==> config.mk <==
export PLATFORM = sky130hd
export DESIGN_NAME = issue_queue_free_list_flat
export DESIGN_NICKNAME = d
export VERILOG_FILES = /design/src/rtl/issue_queue_free_list_if.sv /design/src/rtl/issue_queue_free_list.sv /design/src/flat_wrapper.sv
export SDC_FILE = /design/constraint.sdc
export NUM_CORES = 1
export LEC_CHECK = 0
export ABC_AREA = 1
export CORE_MARGIN = 2
export CORE_UTILIZATION = 33
export CTS_BUF_LIST = sky130_fd_sc_hd__clkbuf_16
export DETAILED_ROUTE_END_ITERATION = 10
export MAX_ROUTING_LAYER = met4
export PLACE_DENSITY = 0.48
export SLEW_MARGIN = 20
export SYNTH_ARGS = -nofsm -noshare
export SYNTH_HDL_FRONTEND = slang
export SYNTH_SLANG_ARGS = --single-unit
==> constraint.sdc <==
create_clock -name clk -period 3.5 [get_ports clk]
set_clock_uncertainty 0.15 [all_clocks]
set_input_delay 0.525 -clock clk [delete_from_list [all_inputs] [get_ports clk]]
set_output_delay 0.525 -clock clk [all_outputs]
set_load 0.01 [all_outputs]
==> src/rtl/issue_queue_free_list_if.sv <==
// Dispatch/scheduler-facing bundle of the issue-queue free list.
// The master modport is the dispatch/recovery side and the slave modport is the allocator.
interface issue_queue_free_list_if #(
    parameter int ENTRY_NUM     = 16,
    parameter int ALLOC_WIDTH   = 2,
    parameter int RELEASE_WIDTH = 2
);
    localparam int IDX_W = $clog2(ENTRY_NUM);
    localparam int CNT_W = $clog2(ENTRY_NUM + 1);

    logic [ALLOC_WIDTH-1:0]              allocReq;
    logic                                allocGrant;
    logic [ALLOC_WIDTH-1:0][IDX_W-1:0]   allocPtr;
    logic [RELEASE_WIDTH-1:0]            releaseValid;
    logic [RELEASE_WIDTH-1:0][IDX_W-1:0] releasePtr;
    logic [CNT_W-1:0]                    freeCount;
    logic                                noFreeEntry;
    logic                                error;

    modport master (
        output allocReq, releaseValid, releasePtr,
        input  allocGrant, allocPtr, freeCount, noFreeEntry, error
    );

    modport slave (
        input  allocReq, releaseValid, releasePtr,
        output allocGrant, allocPtr, freeCount, noFreeEntry, error
    );
endinterface

==> src/rtl/issue_queue_free_list.sv <==
// Circular FIFO of free issue-queue entry indices with a free counter.
// Defining RSD_IQ_FREELIST_CHECK_EN adds an allocated bitmap and a sticky protocol error flag.
module issue_queue_free_list #(
    parameter int ENTRY_NUM     = 16,
    parameter int ALLOC_WIDTH   = 2,
    parameter int RELEASE_WIDTH = 2
) (
    input  logic                  clk,
    input  logic                  rst,
    issue_queue_free_list_if.slave bus
);
    localparam int IDX_W = $clog2(ENTRY_NUM);
    localparam int CNT_W = $clog2(ENTRY_NUM + 1);

    logic [IDX_W-1:0]         list [ENTRY_NUM];
    logic [IDX_W-1:0]         head;
    logic [IDX_W-1:0]         tail;
    logic [CNT_W-1:0]         count;

    logic [CNT_W-1:0]         alloc_n;
    logic [CNT_W-1:0]         rel_n;
    logic                     grant;
    logic [RELEASE_WIDTH-1:0] rel_ok;
    logic [IDX_W-1:0]         rel_slot [RELEASE_WIDTH];

`ifdef RSD_IQ_FREELIST_CHECK_EN
    logic [ENTRY_NUM-1:0]     allocated;
    logic [ENTRY_NUM-1:0]     set_mask;
    logic [ENTRY_NUM-1:0]     clr_mask;
    logic                     rel_err;
    logic                     req_err;
    logic                     error_q;
`endif

    always_comb begin
        alloc_n = '0;
        for (int i = 0; i < ALLOC_WIDTH; i++) begin
            alloc_n = alloc_n + CNT_W'(bus.allocReq[i]);
        end
    end

    // All-or-nothing grant against the pre-update count, so same-cycle releases never help.
    assign grant          = (alloc_n != '0) && (count >= alloc_n);
    assign bus.allocGrant = grant;
    assign bus.freeCount  = count;
    assign bus.noFreeEntry = (count == '0);

    always_comb begin
        for (int i = 0; i < ALLOC_WIDTH; i++) begin
            bus.allocPtr[i] = list[head + IDX_W'(i)];
        end
    end

    // Accepted release lanes are compacted onto consecutive slots starting at tail.
    always_comb begin
        rel_n  = '0;
        rel_ok = '0;
`ifdef RSD_IQ_FREELIST_CHECK_EN
        clr_mask = '0;
        rel_err  = 1'b0;
`endif
        for (int k = 0; k < RELEASE_WIDTH; k++) begin
            rel_slot[k] = tail + IDX_W'(rel_n);
            if (bus.releaseValid[k]) begin
`ifdef RSD_IQ_FREELIST_CHECK_EN
                if (allocated[bus.releasePtr[k]] && !clr_mask[bus.releasePtr[k]] &&
                    (int'(count) + int'(rel_n) < ENTRY_NUM)) begin
                    rel_ok[k] = 1'b1;
                    clr_mask[bus.releasePtr[k]] = 1'b1;
                end else begin
                    rel_err = 1'b1;
                end
`else
                rel_ok[k] = 1'b1;
`endif
            end
            if (rel_ok[k]) begin
                rel_n = rel_n + CNT_W'(1);
            end
        end
    end

    always_ff @(posedge clk or posedge rst) begin
        if (rst) begin
            for (int i = 0; i < ENTRY_NUM; i++) begin
                list[i] <= IDX_W'(i);
            end
            head  <= '0;
            tail  <= '0;
            count <= CNT_W'(ENTRY_NUM);
        end else begin
            for (int k = 0; k < RELEASE_WIDTH; k++) begin
                if (rel_ok[k]) begin
                    list[rel_slot[k]] <= bus.releasePtr[k];
                end
            end
            if (grant) begin
                head <= head + IDX_W'(alloc_n);
            end
            tail  <= tail + IDX_W'(rel_n);
            count <= count - (grant ? alloc_n : '0) + rel_n;
        end
    end

`ifdef RSD_IQ_FREELIST_CHECK_EN
    always_comb begin
        set_mask = '0;
        for (int i = 0; i < ALLOC_WIDTH; i++) begin
            if (grant && bus.allocReq[i]) begin
                set_mask[list[head + IDX_W'(i)]] = 1'b1;
            end
        end
    end

    // A prefix-contiguous request has the form 0..01..1, so x & (x+1) is zero.
    assign req_err   = (bus.allocReq & (bus.allocReq + ALLOC_WIDTH'(1))) != '0;
    assign bus.error = error_q;

    always_ff @(posedge clk or posedge rst) begin
        if (rst) begin
            allocated <= '0;
            error_q   <= 1'b0;
        end else begin
            allocated <= (allocated | set_mask) & ~clr_mask;
            if (rel_err || req_err) begin
                error_q <= 1'b1;
            end
        end
    end

`ifndef SYNTHESIS
    always_ff @(posedge clk) begin
        if (!rst && (rel_err || req_err)) begin
            $error("issue_queue_free_list: protocol error (rel_err=%0b req_err=%0b)", rel_err, req_err);
        end
    end
`endif
`else
    assign bus.error = 1'b0;
`endif
endmodule
==> src/flat_wrapper.sv <==
// flat-port wrapper written by rule: the top's interface ports become plain ports
module issue_queue_free_list_flat 
#(
    parameter int ENTRY_NUM     = 16,
    parameter int ALLOC_WIDTH   = 2,
    parameter int RELEASE_WIDTH = 2
)
  (clk, rst, bus_allocReq, bus_releaseValid, bus_releasePtr, bus_allocGrant, bus_allocPtr, bus_freeCount, bus_noFreeEntry, bus_error);
  issue_queue_free_list_if #(.ENTRY_NUM(ENTRY_NUM), .ALLOC_WIDTH(ALLOC_WIDTH), .RELEASE_WIDTH(RELEASE_WIDTH)) bus_i ();
  input  logic clk;
  input  logic rst;
  input wire logic [$bits(bus_i.allocReq)-1:0] bus_allocReq;
  input wire logic [$bits(bus_i.releaseValid)-1:0] bus_releaseValid;
  input wire logic [$bits(bus_i.releasePtr)-1:0] bus_releasePtr;
  output wire logic [$bits(bus_i.allocGrant)-1:0] bus_allocGrant;
  output wire logic [$bits(bus_i.allocPtr)-1:0] bus_allocPtr;
  output wire logic [$bits(bus_i.freeCount)-1:0] bus_freeCount;
  output wire logic [$bits(bus_i.noFreeEntry)-1:0] bus_noFreeEntry;
  output wire logic [$bits(bus_i.error)-1:0] bus_error;
  assign bus_i.allocReq = bus_allocReq;
  assign bus_i.releaseValid = bus_releaseValid;
  assign bus_i.releasePtr = bus_releasePtr;
  assign bus_allocGrant = bus_i.allocGrant;
  assign bus_allocPtr = bus_i.allocPtr;
  assign bus_freeCount = bus_i.freeCount;
  assign bus_noFreeEntry = bus_i.noFreeEntry;
  assign bus_error = bus_i.error;
  issue_queue_free_list #(.ENTRY_NUM(ENTRY_NUM), .ALLOC_WIDTH(ALLOC_WIDTH), .RELEASE_WIDTH(RELEASE_WIDTH)) u_core (.clk(clk), .rst(rst), .bus(bus_i));
endmodule
# Word level (Yosys, flattened, before mapping)
# Index checks and enable logic that the tools add are counted.
[totals]
register_bits = 77
output_inout_bits = 16
word_cells = 62
[op_classes]
addsub = 8
magnitude_cmp = 7
n_mux = 19
bitwise_logic = 4
n_reduce_logical = 5
[ops]
columns = ["cell", "count"]
rows = [
  ["bitwise mux 64 bit", 2],
  ["2-to-1 mux 64 bit", 2],
  ["binary-select mux 4 bit (select 4 bit)", 2],
  ["demux 4 bit (select 4 bit)", 2],
  ["2-to-1 mux 4 bit", 6],
  [">= comparator 5 bit (second input constant)", 4],
  ["inverter 4 -> 5 bit", 4],
  ["less-than comparator 5 x 1 -> 1 bit (second input constant)", 2],
  ["2-to-1 mux 5 bit", 2],
  ["adder 4 bit", 2],
  ["adder 5 bit", 1],
  [">= comparator 5 bit", 1],
  ["zero test 5 bit", 1],
  ["nonzero test 5 bit", 1],
  ["subtractor 5 bit", 1],
  ["adder 4 x 1 -> 4 bit", 1],
  ["adder 4 x 1 -> 4 bit (second input constant)", 1],
  ["logical AND 1 bit", 3],
  ["2-to-1 mux 1 bit", 3],
  ["adder 1 x 1 -> 2 bit", 1],
  ["adder 1 x 1 -> 2 bit (second input constant)", 1],
]

# Logic depth before layout (Yosys ltp)
[logic_depth]
depth_word = 10
mapped_depth = 18
depth_no_buf = 18

# Worst setup path before layout
# No wires, ideal clock.
[synth_timing]
kind = "input port to flip-flop"
from = "input bus_allocReq[0]"
to = "register u_core.count[4], in the netlist u_core.bus.freeCount[4]"
arrival_ps = 2996
required_time_ps = 3275
setup_slack_ps = 279
stages = 16
cell_sequence = "inv_1 -> ha_1 -> ha_1 -> nand3_1 -> nand2_1 -> nand2_1 -> nand2_1 -> nand2_1 -> nor2_1 -> fa_1 -> inv_1 -> fa_1 -> a21oi_1 -> nor2_1 -> nor2_1 -> xor2_1"
[synth_between]
elab_chain_len = 6
elab_cells_between_ends = 7
classes_between = "add/sub: 3; order compare: 1; mux: 1; reduce/logical: 2"
[synth_lines]
columns = ["element", "line", "source"]
rows = [
  ["start: declaration", "flat_wrapper.sv:12", "input wire logic [$bits(bus_i.allocReq)-1:0] bus_allocReq;"],
  ["adder 1 x 1 -> 2 bit *", "issue_queue_free_list.sv:38", "alloc_n = alloc_n + CNT_W'(bus.allocReq[i]);"],
  [">= comparator 5 bit / nonzero test 5 bit (equally long branches)", "issue_queue_free_list.sv:43", "assign grant = (alloc_n != '0) && (count >= alloc_n);"],
  ["logical AND 1 bit", "issue_queue_free_list.sv:43", ""],
  ["2-to-1 mux 5 bit *", "issue_queue_free_list.sv:101", "count <= count - (grant ? alloc_n : '0) + rel_n;"],
  ["subtractor 5 bit *", "issue_queue_free_list.sv:101", ""],
  ["adder 5 bit *", "issue_queue_free_list.sv:101", ""],
  ["end signal: assignment", "issue_queue_free_list.sv:90", "count <= CNT_W'(ENTRY_NUM);"],
  ["end signal: assignment", "issue_queue_free_list.sv:101", ""],
  ["end: declaration", "issue_queue_free_list.sv:18", "logic [CNT_W-1:0] count;"],
]
# Every way passes the cells marked *; elsewhere a longest branch is shown, timed or not.
# A chain may end at the register's enable or synchronous reset.

# Final worst setup path
[layout_timing]
from = "register u_core.head[0]"
to = "output bus_allocPtr[4]"
[layout_between]
elab_chain_len = 5
[layout_lines]
columns = ["element", "line", "source"]
rows = [
  ["start: declaration", "issue_queue_free_list.sv:16", "logic [IDX_W-1:0] head;"],
  ["start signal: assignment", "issue_queue_free_list.sv:98", "head <= head + IDX_W'(alloc_n);"],
  ["adder 4 x 1 -> 4 bit", "issue_queue_free_list.sv:50", "bus.allocPtr[i] = list[head + IDX_W'(i)];"],
  ["inverter 4 -> 5 bit (not written as such)", "issue_queue_free_list.sv:50", ""],
  ["binary-select mux 4 bit (select 4 bit)", "issue_queue_free_list.sv:50", ""],
  ["2-to-1 mux 4 bit (not written as such) (2 in series)", "issue_queue_free_list.sv:50", ""],
  ["end: declaration", "flat_wrapper.sv:16", "output wire logic [$bits(bus_i.allocPtr)-1:0] bus_allocPtr;"],
]
# Every way passes these cells. The select of a mux whose other input is x is not followed.

==> flow_summary.toml <==
[clocking]
clock_path_buffers = 2
cts_root_buffer = "clkbuf_16"
postCtsSetupBuffers = 0
clk_pin_slew_ps = 70
hold_buffers = 0
clk_latency_ps = 350
cts_tree = "yes"
cts-buffers-inserted = 9
cts_sinks = 77
cts.htree.levels = 3

[floorplan]
dieArea_um2 = 19400
initial_utilization_pct = 33.6
rows = 49
core_um2 = 18000
chipHeight_um = 139
die_w_um = 139
ios = 30

[placement]
place_hpwl_um = 14400
gp_congestion = 0.874
dpl.cell_count = 1196
dpl_cell_area_um2 = 6600
preCtsSetupSlack_ps = -188
portBuffers = 28

[yosys]
synth.yosys.seq_area_share_pct = 32.6
ys_types = 29
synthCells = 964
synthesis.nets = 1002
synth.avg_cell_area_um2 = 6.26
yosys_warnings = 0
synth_seq_cells = 77
synth_area_um2 = 6040

[hold_path]
hold_path.class = "input pin to asynchronous set/reset pin"

[timing]
drv_slew = 0
timing.final.ws_setup_ps = 142
holdWs_ps = 402
setup_viol = 0
rsz0062_at_grt = "no"
timing.final.crit_period_ps = 3360
timing.fmax_ghz = 0.298
tns_ps = 0
relSlewSlack_pct = 29.4
hold_violations = 0
worst_pin_slew_ps = 1060
fin_crit_sh_pct = 95.9

[detailed_routing]
firstDrtPassIters = 5
drt-total-wl_um = 20000
vias = 6027
initialDrtViolationCount = 581
wire_per_inst_um = 16.5
ant_nets = 0
vias_per_cell = 4.97
drc = 0

[setup_path]
start_kind = "flop"
critical_path_required_ps = 2820
ff2ff_path_depth = 13
crit_path_frequent_cell = "nand3_1"
arrival_ps = 2680
path_cells = "ha_1 -> inv_1 -> nand3_1 -> nand3_1 -> nand3_1 -> nand2_1 -> clkdlybuf4s50_1"
critPathTopFamily = "buffers and inverters"
crit_path_end_kind = "output pin"
cp.depth = 7
worstPathMaxFanout = 16
critPathMaxStageDelay_ps = 540
worstSetupPathType = "flop to output pin"
crit_buf_inv = 2
crit_path_top_delay_cell = "clkdlybuf4s50_1"

[power]
combPwrFrac_pct = 63.0
p_leak_nw = 3.55
seqPwrFrac_pct = 24.0
switching_power_mw = 3.66
vdd_drop_max_uv = 589
internal-power_mw = 3.65
powerDensity_nw_per_um2 = 1060
power.total_mw = 7.31
power_frac_clock_pct = 13.0
swShare_pct = 50.0

[layout]
multi_input_area_um2 = 3430
seq_area_um2 = 1970
layout.cells.non_filler = 1212
layout-drive-gt1-share_pct = 11.3
fillers = 1921
layout_commonest_cell = "nand2_1"
layout_common_cells = "nand2_1, nand3_1, inv_1"
finalNetCount = 1016
area_growth_pct = 14.4
utilization_pct = 38.4
n_antenna_cell = 0
final_area_um2 = 6910

[grt]
grt_antenna_before_repair = 0
grt_overflow_total = 0
grt.total_usage_pct = 21.6
grt_max_degree = 48
grt_pass1_vias = 5631
grt_pass1_wl_um = 31900

[status]
outcome = "complete, no violations"

[run]
drv_cap = 0
-- cell usage after synthesis (all sizes together) --
cell type / count / area [um^2]
a21boi: 1 / 7.51
xnor2: 4 / 42.6
clkinv: 1 / 3.75
dfstp: 33 / 867
nor2: 24 / 113
fa: 4 / 80.1
nand3b: 1 / 7.51
clkbuf: 28 / 105
o21ai: 48 / 240
ha: 20 / 250
nand3: 195 / 976
nand4: 2 / 12.5
xor2: 6 / 52.6
inv: 108 / 405
buf: 26 / 150
conb: 1 / 3.75
dfrtp: 44 / 1100
a21oi: 4 / 20.0
nand2: 409 / 1580
nor3: 5 / 25.0
-- kinds of logic after synthesis --
group | Yosys count | share of synthesized area, %
buffers and inverters | 163 | 11.0
adders and majority gates | 24 | 5.47
xor gates and xnor gates | 10 | 1.57
other | 1 | 0.0621
AOI/OAI and AO/OA | 53 | 4.43
and+or+nand+nor | 636 | 44.9
DFF | 77 | 32.6
-- power by group through the flow --
stage                     combinational [mW]  clock [mW]  sequential, mW
after floorplan                         3.24           0            1.62
after global placement                  4.59           0            1.76
after detailed placement                4.58           0            1.77
after CTS                               4.60       0.976            1.75
after global routing                    5.20        1.01            1.80
final                                   4.61       0.952            1.75
-- worst paths after layout --
kind | startpoint | to | slack (ps)
max reg2reg | u_core.bus.freeCount[4] | u_core.bus.freeCount[4] | 710
min reg2reg | u_core.list[40] | u_core.list[40] | 430
min in group clk | u_core.list[40] | u_core.list[40] | 430
min | rst | u_core.list[18] | 400
max | u_core.head[0] | bus_allocPtr[4] | 140
max in group asynchronous | rst | u_core.list[49] | 2070
-- layout make-up --
cell class | instances | share of cell area, %
multi-input cells | 724 | 49.7
flip-flops and latches | 77 | 28.5
repair buffers | 57 | 7.43
inverters | 109 | 6.00
well taps | 229 | 4.15
clock buffers | 9 | 3.26
clock inverters | 7 | 0.960
-- repair_timing --
action                                 CTS  global route
setup endpoints to repair                0             3
endpoints found under the hold margin    0             0
gates resized for setup                  0             4
-- flip-flops by register name, indices dropped and copies added (netlist names) --
signal,count
u_core.bus.freeCount,5
u_core.tail,4
u_core.head,4
u_core.list,64
-- layer usage --
metal / track usage (%) / wire [um] / vias up
met5: - / 0 / -
met4: 5.79 / 354 / 0
met3: 2.92 / 911 / 23
met2: 32.1 / 8910 / 148
met1: 31.0 / 9820 / 2805
li1: - / - / 3051
No activity file was read; power rests on OpenSTA's default activity.
